File: src/rtl/cba_array_sequencer.sv
// Sequencer for the CBA literal/phase register array. Loads a tableau row by
// row, applies single-qubit Clifford/Pauli conjugations by rotating the array
// one full turn and substituting at the target column, then unloads the rows
// in load order.
module cba_array_sequencer #(
  parameter int num_qubit = 4,
  parameter int CW        = $clog2(num_qubit)
) (
  input  logic                   clk,
  input  logic                   rst,
  input  logic                   in_valid,
  output logic                   in_ready,
  input  logic [2*num_qubit-1:0] in_literals,
  input  logic                   in_phase,
  input  logic                   cmd_valid,
  output logic                   cmd_ready,
  input  logic [2:0]             cmd_op,
  input  logic [CW-1:0]          cmd_qubit,
  output logic                   out_valid,
  input  logic                   out_ready,
  output logic [2*num_qubit-1:0] out_literals,
  output logic                   out_phase,
  output logic                   busy,
  input  logic [2*num_qubit-1:0] arr_left_out,
  input  logic [2*num_qubit-1:0] arr_literals_out,
  input  logic                   arr_phase_out,
  output logic                   arr_ld_literal,
  output logic                   arr_shift_rotate,
  output logic [2*num_qubit-1:0] arr_literals_in,
  output logic                   arr_phase_in,
  output logic [num_qubit-1:0]   arr_ld_phase,
  output logic                   arr_shift_toggle,
  output logic                   arr_rotate_update,
  output logic [2*num_qubit-1:0] arr_update_literal
);

  localparam logic [1:0] S_LOAD   = 2'd0;
  localparam logic [1:0] S_CMD    = 2'd1;
  localparam logic [1:0] S_ROTATE = 2'd2;
  localparam logic [1:0] S_UNLOAD = 2'd3;

  localparam logic [CW-1:0] LAST = CW'(num_qubit - 1);

  logic [1:0]    state_q, state_d;
  logic [CW-1:0] row_cnt_q, row_cnt_d;
  logic [CW-1:0] col_cnt_q, col_cnt_d;
  logic [CW-1:0] qubit_q, qubit_d;
  logic [1:0]    op_q, op_d;

  logic                   col_hit;
  logic [2*num_qubit-1:0] conj_lit;
  logic [num_qubit-1:0]   conj_tog;

  // Conjugate one literal (00=I, 01=X, 10=Z, 11=Y); returns {toggle, literal}.
  function automatic logic [2:0] conj_f(input logic [1:0] op, input logic [1:0] lit);
    logic [2:0] r;
    r = {1'b0, lit};
    case (op)
      2'd0: case (lit)                      // H
              2'b01: r = 3'b0_10;
              2'b10: r = 3'b0_01;
              2'b11: r = 3'b1_11;
              default: r = 3'b0_00;
            endcase
      2'd1: case (lit)                      // S
              2'b01: r = 3'b0_11;
              2'b11: r = 3'b1_01;
              default: r = {1'b0, lit};
            endcase
      2'd2: r = {lit[1], lit};              // X: Z and Y anticommute
      default: r = {lit[0], lit};           // Z: X and Y anticommute
    endcase
    return r;
  endfunction

  // Per-row conjugation of the literal currently sitting in the left column.
  for (genvar gi = 0; gi < num_qubit; gi++) begin : g_conj
    logic [2:0] res;
    assign res                    = conj_f(op_q, arr_left_out[2*gi+1:2*gi]);
    assign conj_lit[2*gi+1:2*gi]  = res[1:0];
    assign conj_tog[gi]           = res[2];
  end

  // Out-of-range qubits never match, so the command is a plain full rotation.
  assign col_hit = (col_cnt_q == qubit_q) && (32'(qubit_q) < num_qubit);

  // Moore handshake outputs and the unload data path.
  assign in_ready     = (state_q == S_LOAD);
  assign cmd_ready    = (state_q == S_CMD);
  assign out_valid    = (state_q == S_UNLOAD);
  assign busy         = (state_q != S_LOAD);
  assign out_literals = arr_literals_out;
  assign out_phase    = arr_phase_out;

  // Next-state logic and array control decode.
  always_comb begin
    state_d            = state_q;
    row_cnt_d          = row_cnt_q;
    col_cnt_d          = col_cnt_q;
    qubit_d            = qubit_q;
    op_d               = op_q;
    arr_ld_literal     = 1'b0;
    arr_shift_rotate   = 1'b0;
    arr_literals_in    = '0;
    arr_phase_in       = 1'b0;
    arr_ld_phase       = '0;
    arr_shift_toggle   = 1'b0;
    arr_rotate_update  = 1'b0;
    arr_update_literal = '0;
    case (state_q)
      S_LOAD: begin
        if (in_valid) begin
          arr_ld_literal  = 1'b1;
          arr_literals_in = in_literals;
          arr_phase_in    = in_phase;
          arr_ld_phase    = '1;
          if (row_cnt_q == LAST) begin
            row_cnt_d = '0;
            state_d   = S_CMD;
          end else begin
            row_cnt_d = row_cnt_q + CW'(1);
          end
        end
      end
      S_CMD: begin
        if (cmd_valid) begin
          if (cmd_op <= 3'd3) begin
            op_d      = cmd_op[1:0];
            qubit_d   = cmd_qubit;
            col_cnt_d = '0;
            state_d   = S_ROTATE;
          end else if (cmd_op == 3'd4) begin
            row_cnt_d = '0;
            state_d   = S_UNLOAD;
          end
        end
      end
      S_ROTATE: begin
        arr_ld_literal   = 1'b1;
        arr_shift_rotate = 1'b1;
        if (col_hit) begin
          arr_rotate_update  = 1'b1;
          arr_update_literal = conj_lit;
          arr_ld_phase       = conj_tog;
          arr_shift_toggle   = 1'b1;
        end
        if (col_cnt_q == LAST) begin
          col_cnt_d = '0;
          state_d   = S_CMD;
        end else begin
          col_cnt_d = col_cnt_q + CW'(1);
        end
      end
      default: begin
        if (out_ready) begin
          arr_ld_literal = 1'b1;
          arr_ld_phase   = '1;
          if (row_cnt_q == LAST) begin
            row_cnt_d = '0;
            state_d   = S_LOAD;
          end else begin
            row_cnt_d = row_cnt_q + CW'(1);
          end
        end
      end
    endcase
  end

  // State and counter registers; reset aborts whatever phase is in progress.
  always_ff @(posedge clk or posedge rst) begin
    if (rst) begin
      state_q   <= S_LOAD;
      row_cnt_q <= '0;
      col_cnt_q <= '0;
      qubit_q   <= '0;
      op_q      <= '0;
    end else begin
      state_q   <= state_d;
      row_cnt_q <= row_cnt_d;
      col_cnt_q <= col_cnt_d;
      qubit_q   <= qubit_d;
      op_q      <= op_d;
    end
  end

endmodule

File: config.mk
export PLATFORM = sky130hd
export DESIGN_NAME = cba_array_sequencer
export DESIGN_NICKNAME = d
export VERILOG_FILES = /design/src/rtl/cba_array_sequencer.sv
export SDC_FILE = /design/constraint.sdc
export NUM_CORES = 1
export LEC_CHECK = 0
export BUFFER_PORTS_ARGS = -buffer_cell sky130_fd_sc_hd__buf_4
export CAP_MARGIN = 20
export CORE_MARGIN = 2
export CORE_UTILIZATION = 44
export DETAILED_ROUTE_END_ITERATION = 8
export HOLD_SLACK_MARGIN = 0.15
export MAX_ROUTING_LAYER = met4
export PLACE_DENSITY = 0.79
export SETUP_SLACK_MARGIN = 0.02
export SYNTH_ARGS = -nofsm -noshare
export SYNTH_HDL_FRONTEND = slang
export SYNTH_SLANG_ARGS = --single-unit
File: constraint.sdc
create_clock -name clk -period 1.8 [get_ports clk]
set_input_delay 0.18 -clock clk [delete_from_list [all_inputs] [get_ports clk]]
set_output_delay 0.18 -clock clk [all_outputs]
set_load 0.03 [all_outputs]
==> summary.txt, run 1 <==
Setup path
  – Crit path largest cell delay: 470 ps
  – WP data arrival: 1530 ps
  – CP cell instances: nand2b_4 -> inv_4 -> nand3_4 -> o21ai_0 -> buf_4
  – Critical Path RT: 1620 ps
  – CP max FO: 9
  – CP max stage cell: dfrtp_2
  – Crit path max-delay family: flip-flops
  – Crit. End Element: output port
  – Crit Path Category: reg2out
  – Buf/Inv on CP: 2
  – Worst setup SP type: register

Timing
  – Clk_skew: 4.64 ps
  – Slew Limit Fails: 0
  – Fin crit share: 0.951
  – Relative slew slack: 0.754
  – Setup_tns: 0 ps
  – Min Tclk post-route: 1710 ps
  – Final-report setup violation count: 0
  – RSZ-0062 raised after global routing: true
  – Final hold vios: 0
  – Worst Max-Slew Pin Slew: 369 ps
  – Fmax: 584 MHz

Placement
  – Port buffer count: 55
  – RD Place Congestion: 0.863
  – DP HPWL: 2450 µm

Pwr
  – Leak: 0.983 nW
  – Tot Pwr: 0.00276 W
  – Internal power: 0.00136 W
  – Peak supply drop: 0.00123 V
  – Seq pwr share: 0.202
  – Switching pwr: 0.00140 W
  – Comb power frac: 0.726
  – Switching share of total power: 0.508
  – Clock share of power: 0.072
  – Power Density: 1490 nW/µm²

Route
  – Final WL: 3300 µm
  – Iteration count of the initial detailed-routing pass: 4
  – Wire length per cell: 13.4 µm
  – Via count: 1311
  – Drt initial violations: 58
  – Routed Antenna Nets: 0
  – DRC viols: 0
  – Via/cell ratio: 5.31

Global routing
  – First-pass GRT wire length: 5000 µm
  – Overflow left after global routing: 0
  – Initial antenna violation count: 0
  – Vias in the first global route: 1218
  – Largest net degree at the start of global routing: 15
  – GRT Total Usage: 0.185

Floorplanning
  – Site Rows: 19
  – Ports: 74
  – Initial core utilization: 0.471
  – Std-Cell Core Area: 2830 µm²
  – Die Ht: 59.1 µm
  – Die width: 59.1 µm
  – DIE AREA: 3490 µm²

Layout
  – Commonest non-fill, non-tap cells in the layout: buf_4, ha_1, o21ai_0
  – Most common cell after layout, fill and taps aside: buf_4
  – Area delta synth->final: 38.3%
  – Multi-input gate area in the final layout: 930 µm²
  – ANT cells: 0
  – Final #Nets: 271
  – Share of cells above drive strength 1: 0.421
  – Register area: 255 µm²
  – Fill count: 225

Logic synthesis
  – FF+latch count, synth: 10
  – Post-synth ARST share: 1.00
  – Syn avg cell area: 8.28 µm²
  – EDFF count, synth: 0
  – Seq/Total Area, Yosys: 0.188
  – Yosys cell types: 32
  – Mapped cell area: 1330 µm²
  – Synth Instances: 161
  – Yosys warning count: 0
  – Post-synth top flop: dfrtp_1
  – Post-Syn Nets: 215

Clock network
  – Maximum clock path buffer count: 2
  – H-tree depth: 1
  – Root buffer cell: clkbuf_4
  – Latest clock arrival within the worst-skew pair: 260 ps
  – CTS Buf Count: 3
  – CTS Sinks: 10
  – TritonCTS clock tree: done
  – Clock transition at path regs: 70 ps

Run status
  – Outcome: finished, final reports clean

Job
  – Max Cap Viol: 0

Hold path
  – Hold WC Path Type: in2reg
==> synth_stat cells, drive strengths merged, types with 6 or more instances <==
master  number  share of area
ha          18           0.17
buf         16          0.089
o21ai       16          0.060
inv         15          0.042
nor2        12          0.034
a21oi       11          0.041
and2        10          0.047
dfrtp       10           0.19
mux2         7          0.068
nand2        7          0.020
nand2b       6          0.034
==> registers in the layout (all words and copies together), names as in the netlist <==
register,cells
row_cnt_q,2
col_cnt_q,2
op_q,2
qubit_q,2
state_q,2
==> layer usage <==
layer / part of all wire / up-vias / GRT usage
li1: - / 648 / -
met1: 0.41 / 594 / 0.211
met2: 0.52 / 63 / 0.343
met3: 0.063 / 6 / 0.0218
met4: 0.0058 / 0 / 0.0455
met5: 0 / - / -
==> timing repair <==
action | CTS | global route
endpoints found under the hold margin | 11 | 2
hold buffers | 2 | 2
setup endpoints to repair | 11 | 10
buffers inserted | 2 | 4
cloned | 0 | 0
resized for setup | 4 | 13
==> through the flow <==
| stage | std cells | setup WS, ps | util | area, µm² | hold WS (ps) |
|---|---|---|---|---|---|
| finish | 247 | 87.4 | 0.652 | 1840 | 186 |
| global route | 247 | 5.18 | 0.652 | 1840 | 176 |
| CTS | 241 | 24.6 | 0.623 | 1760 | 155 |
| detailed placement | 233 | 148 | 0.596 | 1690 | 189 |
| global placement | 233 | 200 | 0.596 | 1690 | 177 |
| floorplan | 161 | 65.1 | - | 1330 | 20.2 |
==> power by group through the flow <==
stage	Combinational [W]	Sequential (W)	Clock, W
6_report	0.00200	0.000558	0.000199
5_1_grt	0.00216	0.000573	0.000219
4_1_cts	0.00184	0.000550	0.000201
3_5_place_dp	0.00179	0.000552	0
3_3_place_gp	0.00175	0.000539	0
2_1_floorplan	0.00143	0.000415	0
==> path summary, 6_finish.rpt <==
path,slack (ps),to,startpoint,cells past startpoint
min reg2reg,580,col_cnt_q[0],col_cnt_q[0],1
max reg2reg,230,op_q[0],state_q[0],4
max in group asynchronous,1060,op_q[0],rst,3
min in group asynchronous,450,qubit_q[0],rst,3
max,90,arr_ld_phase[2],state_q[0],5
min,190,op_q[0],cmd_op[0],2
==> worst reg2reg max path: stages (launching register included) <==
cell	delay (ps)
dfrtp_2	450
clkbuf_2	190
nor4bb_1	290
buf_4	220
mux2_4	300
==> cells by family after synthesis <==
logic type	share of synthesized area
compound gates	0.186
xor+xnor	0.0131
buf+inv	0.139
mux	0.0976
fa+ha+maj	0.169
simple gates	0.208
flops	0.188
==> layout make-up <==
type                            count  area share
Timing Repair Buffer               69       0.284
Clock buffer                        4      0.0197
Tap cell                           31      0.0210
Multi-Input combinational cell    118       0.504
Inverter                           15      0.0332
Sequential cell                    10       0.138
No activity file was read; power rests on OpenSTA's default activity.
==> run 2, diff against run 1 <==
--- a/config.mk
+++ b/config.mk
@@ -7,6 +7,7 @@
 export LEC_CHECK = 0
 export BUFFER_PORTS_ARGS = -buffer_cell sky130_fd_sc_hd__buf_4
 export CAP_MARGIN = 20
+export CORE_ASPECT_RATIO = 0.75
 export CORE_MARGIN = 2
 export CORE_UTILIZATION = 44
 export DETAILED_ROUTE_END_ITERATION = 8
==> summary.txt, run 2 (synthesis gave the netlist of run 1 again) <==
Clock network
  – CTS Sinks: 10 (unchanged)
  – Maximum clock path buffer count: 2 (unchanged)
  – Latest clock arrival within the worst-skew pair: 240 ps (-20 ps)
  – Clock transition at path regs: 50 ps (-20 ps)
  – Root buffer cell: clkbuf_8
  – CTS Buf Count: 3 (unchanged)
  – TritonCTS clock tree: done
  – H-tree depth: 1 (unchanged)

Run status
  – Outcome: finished, final reports clean

Floorplanning
  – Site Rows: 17 (-2)
  – Std-Cell Core Area: 2910 µm² (+3.0%)
  – DIE AREA: 3490 µm² (+0.14%)
  – Die width: 67.6 µm (+14%)
  – Ports: 74 (unchanged)
  – Initial core utilization: 0.458 (-0.0138)
  – Die Ht: 51.7 µm (-12%)

Placement
  – DP HPWL: 2440 µm (-0.33%)
  – Port buffer count: 55 (unchanged)
  – Worst slack at placement: 174 ps (+25.7 ps)
  – Cell count after placement: 243 (+4.3%)
  – RD Place Congestion: 0.853 (-1.2%)

Setup path
  – CP max FO: 9 (unchanged)
  – Crit Path Category: reg2out
  – Worst setup SP type: register
  – Crit. End Element: output port
  – Critical Path RT: 1620 ps (about the same)
  – WP data arrival: 1570 ps (+40 ps)

Layout
  – Share of cells above drive strength 1: 0.410 (-0.0118)
  – Most common cell after layout, fill and taps aside: buf_4
  – Finished Layout Cells: 248 (+0.40%)
  – Commonest non-fill, non-tap cells in the layout: buf_4, ha_1, o21ai_0
  – Final #Nets: 265 (-2.2%)
  – ANT cells: 0 (unchanged)
  – Area delta synth->final: 35.7%

Timing
  – Fin crit share: 0.974 (+0.0228)
  – Slew Limit Fails: 0 (unchanged)
  – Min Tclk post-route: 1750 ps (+41.0 ps)
  – Relative slew slack: 0.745 (-0.00930)
  – Final worst-path setup slack: 46.4 ps (-41.0 ps)
  – RSZ-0062 raised after global routing: true
  – Fmax: 570 MHz (-2.3%)
  – Clk_skew: 1.78 ps (-2.85 ps)
  – Final hold vios: 0 (unchanged)
  – Worst Max-Slew Pin Slew: 378 ps (+9.55 ps)
  – Final-report setup violation count: 0 (unchanged)

Route
  – Wire length per cell: 12.4 µm (-7.3%)
  – Via/cell ratio: 5.10 (-4.0%)
  – Drt initial violations: 28 (-52%)
  – Routed Antenna Nets: 0 (unchanged)
  – Final WL: 3080 µm (-6.9%)
  – Iteration count of the initial detailed-routing pass: 4 (unchanged)
  – DRC viols: 0 (unchanged)
  – Via count: 1264 (-3.6%)

Global routing
  – Vias in the first global route: 1185 (-2.7%)
  – Initial antenna violation count: 0 (unchanged)
  – GRT Total Usage: 0.203 (+0.0172)
  – Largest net degree at the start of global routing: 14 (-1)
  – Overflow left after global routing: 0 (unchanged)
  – First-pass GRT wire length: 5170 µm (+3.3%)

Job
  – Max Cap Viol: 0 (unchanged)

Pwr
  – Peak supply drop: 0.000601 V (-51%)
  – Leak: 0.965 nW (-1.8%)
  – Power Density: 1520 nW/µm² (+1.4%)
  – Tot Pwr: 0.00274 W (-0.43%)

Hold path
  – Hold WC Path Type: in2reg
-- run 2: cell count changes in the layout (fill, tap and decap cells not counted), sizes merged --
cell and delta:
buf -2, clkbuf -1, dlygate4sd3 -3
-- run 2: path summary, 6_finish.rpt --
kind	end	cells past startpoint	start	slack, ps
setup / recovery	arr_update_literal[1]	4	op_q[1]	50
hold / removal	op_q[1]	3	cmd_op[1]	160
setup reg to reg	qubit_q[1]	3	state_q[1]	290
hold reg to reg	row_cnt_q[1]	2	row_cnt_q[1]	550
max in group asynchronous	op_q[0]	3	rst	1020
min in group asynchronous	state_q[0]	3	rst	470
-- run 2: cell type report --
cell class	instances	area, µm²
Clock buffer	4	55.1
Timing Repair Buffer	63	475
Fill cell	255	1100
Multi-Input combinational cell	118	923
Sequential cell	10	253
Inverter	15	56.3
Tap cell	38	47.5
-- run 2: power by group --
part           total (W)  internal [W]  switching (W)
clock           0.000294      0.000193       0.000101
sequential      0.000537      0.000342       0.000194
combinational    0.00191      0.000838        0.00108
total            0.00274       0.00137        0.00137
-- run 2: stage by stage --
step,hold WS (ps),area (µm²),setup TNS [ps],utilization
after floorplan,20.2,1330,0,-
after global placement,188,1720,0,0.590
after detailed placement,196,1720,0,0.590
after CTS,157,1790,0,0.614
after global routing,169,1810,-55.2,0.621
final,158,1810,0,0.621
-- run 2: routing by layer --
metal / share of wire / GRT usage / vias to the layer above
met5: 0 / - / -
met4: 0.016 / 0.0782 / 0
met3: 0.057 / 0.0325 / 5
met2: 0.46 / 0.307 / 40
met1: 0.47 / 0.271 / 578
li1: - / - / 641
-- run 2: critical path, cell delays in order, from the launching register on --
cell,delay [ps]
dfrtp_1,510
inv_1,220
o311ai_0,180
a21oi_1,230
buf_4,190
-- run 2: repair_timing --
item / in CTS / in global routing
endpoints found under the hold margin: 10 / 0
setup buffers: 0 / 0
hold buffers: 1 / 0
gates resized for setup: 4 / 7
endpoints found under the setup margin: 9 / 10
==> run 3, diff against run 2 <==
--- a/config.mk
+++ b/config.mk
@@ -9,12 +9,13 @@
 export CAP_MARGIN = 20
 export CORE_ASPECT_RATIO = 0.75
 export CORE_MARGIN = 2
-export CORE_UTILIZATION = 44
+export CORE_UTILIZATION = 45
 export DETAILED_ROUTE_END_ITERATION = 8
 export HOLD_SLACK_MARGIN = 0.15
 export MAX_ROUTING_LAYER = met4
-export PLACE_DENSITY = 0.79
+export PLACE_DENSITY = 0.81
 export SETUP_SLACK_MARGIN = 0.02
+export SLEW_MARGIN = 40
 export SYNTH_ARGS = -nofsm -noshare
 export SYNTH_HDL_FRONTEND = slang
 export SYNTH_SLANG_ARGS = --single-unit
==> summary.txt, run 3 (synthesis gave the netlist of run 1 again) <==
Route
  – Routed Antenna Nets: 0 (unchanged)
  – DRC viols: 0 (unchanged)
  – Final WL: 3270 µm (+6.2%)
  – Iteration count of the initial detailed-routing pass: 4 (unchanged)
  – Wire length per cell: 12.9 µm (+3.7%)
  – Via count: 1287 (+1.8%)
  – Drt initial violations: 25 (-11%)
  – Via/cell ratio: 5.07 (-0.59%)

Hold path
  – Hold WC Path Type: in2reg
  – WHS Endpoint: op_q[1]
  – Hold Crit Depth: 3 (unchanged)
  – Hold path startpoint: cmd_op[1]

Floorplanning
  – DIE AREA: 3420 µm² (-2.1%)
  – Std-Cell Core Area: 2890 µm² (-0.73%)
  – Die width: 66.9 µm (-1.1%)
  – Ports: 74 (unchanged)
  – Die Ht: 51.2 µm (-1.0%)
  – Initial core utilization: 0.461 (+0.00337)
  – Site Rows: 17 (unchanged)

Setup path
  – Cells on worst reg2reg path: 5 (+2)
  – CP max FO: 8 (-1)
  – Setup crit start: state_q[0]
  – Worst setup SP type: register
  – Buf/Inv on CP: 3 (+1)
  – Crit path max-delay family: flip-flops
  – Crit. End Element: output port
  – Reg2reg end: qubit_q[1]
  – R2r setup slk: 160 ps (-130 ps)
  – CP max stage cell: dfrtp_2
  – Crit path largest cell delay: 440 ps (-70 ps)
  – Crit Path Category: reg2out
  – FF-to-FF Start: state_q[0]
  – CP cell instances: nand2b_4 -> inv_2 -> nand3_4 -> clkinvlp_4 -> o211a_1 -> buf_6
  – Critical Path RT: 1620 ps (about the same)
  – WP data arrival: 1570 ps (about the same)

Placement
  – Port buffer count: 55 (unchanged)
  – RD Place Congestion: 0.911 (+6.8%)
  – DP HPWL: 2440 µm (about the same)

Layout
  – Most common cell after layout, fill and taps aside: buf_4
  – Share of cells above drive strength 1: 0.431 (+0.0210)
  – Fill count: 265 (+3.9%)
  – Commonest non-fill, non-tap cells in the layout: buf_4, ha_1, o21ai_0
  – Final #Nets: 271 (+2.3%)
  – Area delta synth->final: 40.7%
  – ANT cells: 0 (unchanged)
  – Final Util: 0.649 (+0.0275)

Timing
  – RSZ-0062 raised after global routing: true
  – Relative slew slack: 0.741 (-0.00355)
  – Min Tclk post-route: 1750 ps (+0.859 ps)
  – Slew Limit Fails: 0 (unchanged)
  – Fmax: 570 MHz (about the same)
  – Final-report setup violation count: 0 (unchanged)
  – Clk_skew: 2.21 ps (+0.429 ps)
  – Final hold vios: 0 (unchanged)
  – Final hold slack: 169 ps (+11.6 ps)
  – Worst Max-Slew Pin Slew: 388 ps (+9.70 ps)
  – Fin crit share: 0.975 (about the same)

Pwr
  – Tot Pwr: 0.00287 W (+4.6%)
  – Leak: 0.988 nW (+2.4%)
  – Power Density: 1530 nW/µm² (+0.90%)
  – Peak supply drop: 0.000835 V (+39%)

Clock network
  – TritonCTS clock tree: done
  – Clock transition at path regs: 50 ps (about the same)
  – Latest clock arrival within the worst-skew pair: 240 ps (about the same)
  – CTS Sinks: 10 (unchanged)
  – Maximum clock path buffer count: 2 (unchanged)
  – H-tree depth: 1 (unchanged)
  – CTS Buf Count: 3 (unchanged)
  – Root buffer cell: clkbuf_8

Global routing
  – Vias in the first global route: 1232 (+4.0%)
  – Overflow left after global routing: 0 (unchanged)
  – Largest net degree at the start of global routing: 14 (unchanged)
  – First-pass GRT wire length: 5230 µm (+1.2%)
  – Initial antenna violation count: 0 (unchanged)
  – GRT Total Usage: 0.205 (+0.00282)

Run status
  – Outcome: finished, final reports clean

Job
  – Max Cap Viol: 0 (unchanged)
-- run 3: timing repair --
item                                    4_1_cts  5_1_grt
setup buffers                                 2        4
hold endpoints to repair                     10        0
endpoints found under the setup margin       10       15
hold buffers                                  1        0
gates resized for setup                       4       11
pin swaps                                     0        2
-- run 3: through the flow --
step	instances	setup TNS, ps	instance area, µm²	setup slack, ps
final	254	0	1880	45.5
after global routing	254	-131	1880	-27.0
after CTS	250	0	1810	34.1
after detailed placement	243	0	1720	169
after global placement	243	0	1720	193
after floorplan	161	0	1330	65.1
-- run 3: worst register-to-register path: stages, from the launching register on --
cell and delay [ps]:
dfrtp_2 420, buf_4 160, buf_4 120, nor4bb_1 320, buf_4 210, mux2_4 300
-- run 3: area by class of cell --
type	count	area, µm²	share of cell area
Tap cell	38	47.5	0.0253
Inverter	15	60.1	0.0320
Clock buffer	4	55.1	0.0293
Multi-Input combinational cell	118	922	0.491
Timing Repair Buffer	69	537	0.286
Sequential cell	10	255	0.136
-- run 3: metal layers --
metal | routed length (µm) | GRT usage | part of all wire | up-vias
met1 | 1540 | 0.255 | 0.47 | 587
li1 | - | - | - | 650
met3 | 165 | 0.0374 | 0.051 | 7
met4 | 38 | 0.0612 | 0.012 | 0
met2 | 1520 | 0.342 | 0.46 | 43
met5 | 0 | - | 0 | -
-- run 3: power by group --
| group | internal (W) | switching (W) |
|---|---|---|
| logic | 0.000920 | 0.00112 |
| registers | 0.000348 | 0.000197 |
| clock network | 0.000193 | 0.0000918 |
-- run 3: how the worst max path moves through the flow --
stage,end,slack [ps],cells past startpoint
floorplan,arr_ld_phase[0],70,4
global placement,qubit_q[1],190,4
detailed placement,arr_update_literal[0],170,6
CTS,arr_update_literal[0],30,6
global route,arr_update_literal[0],-30,5
finish,arr_update_literal[0],50,6
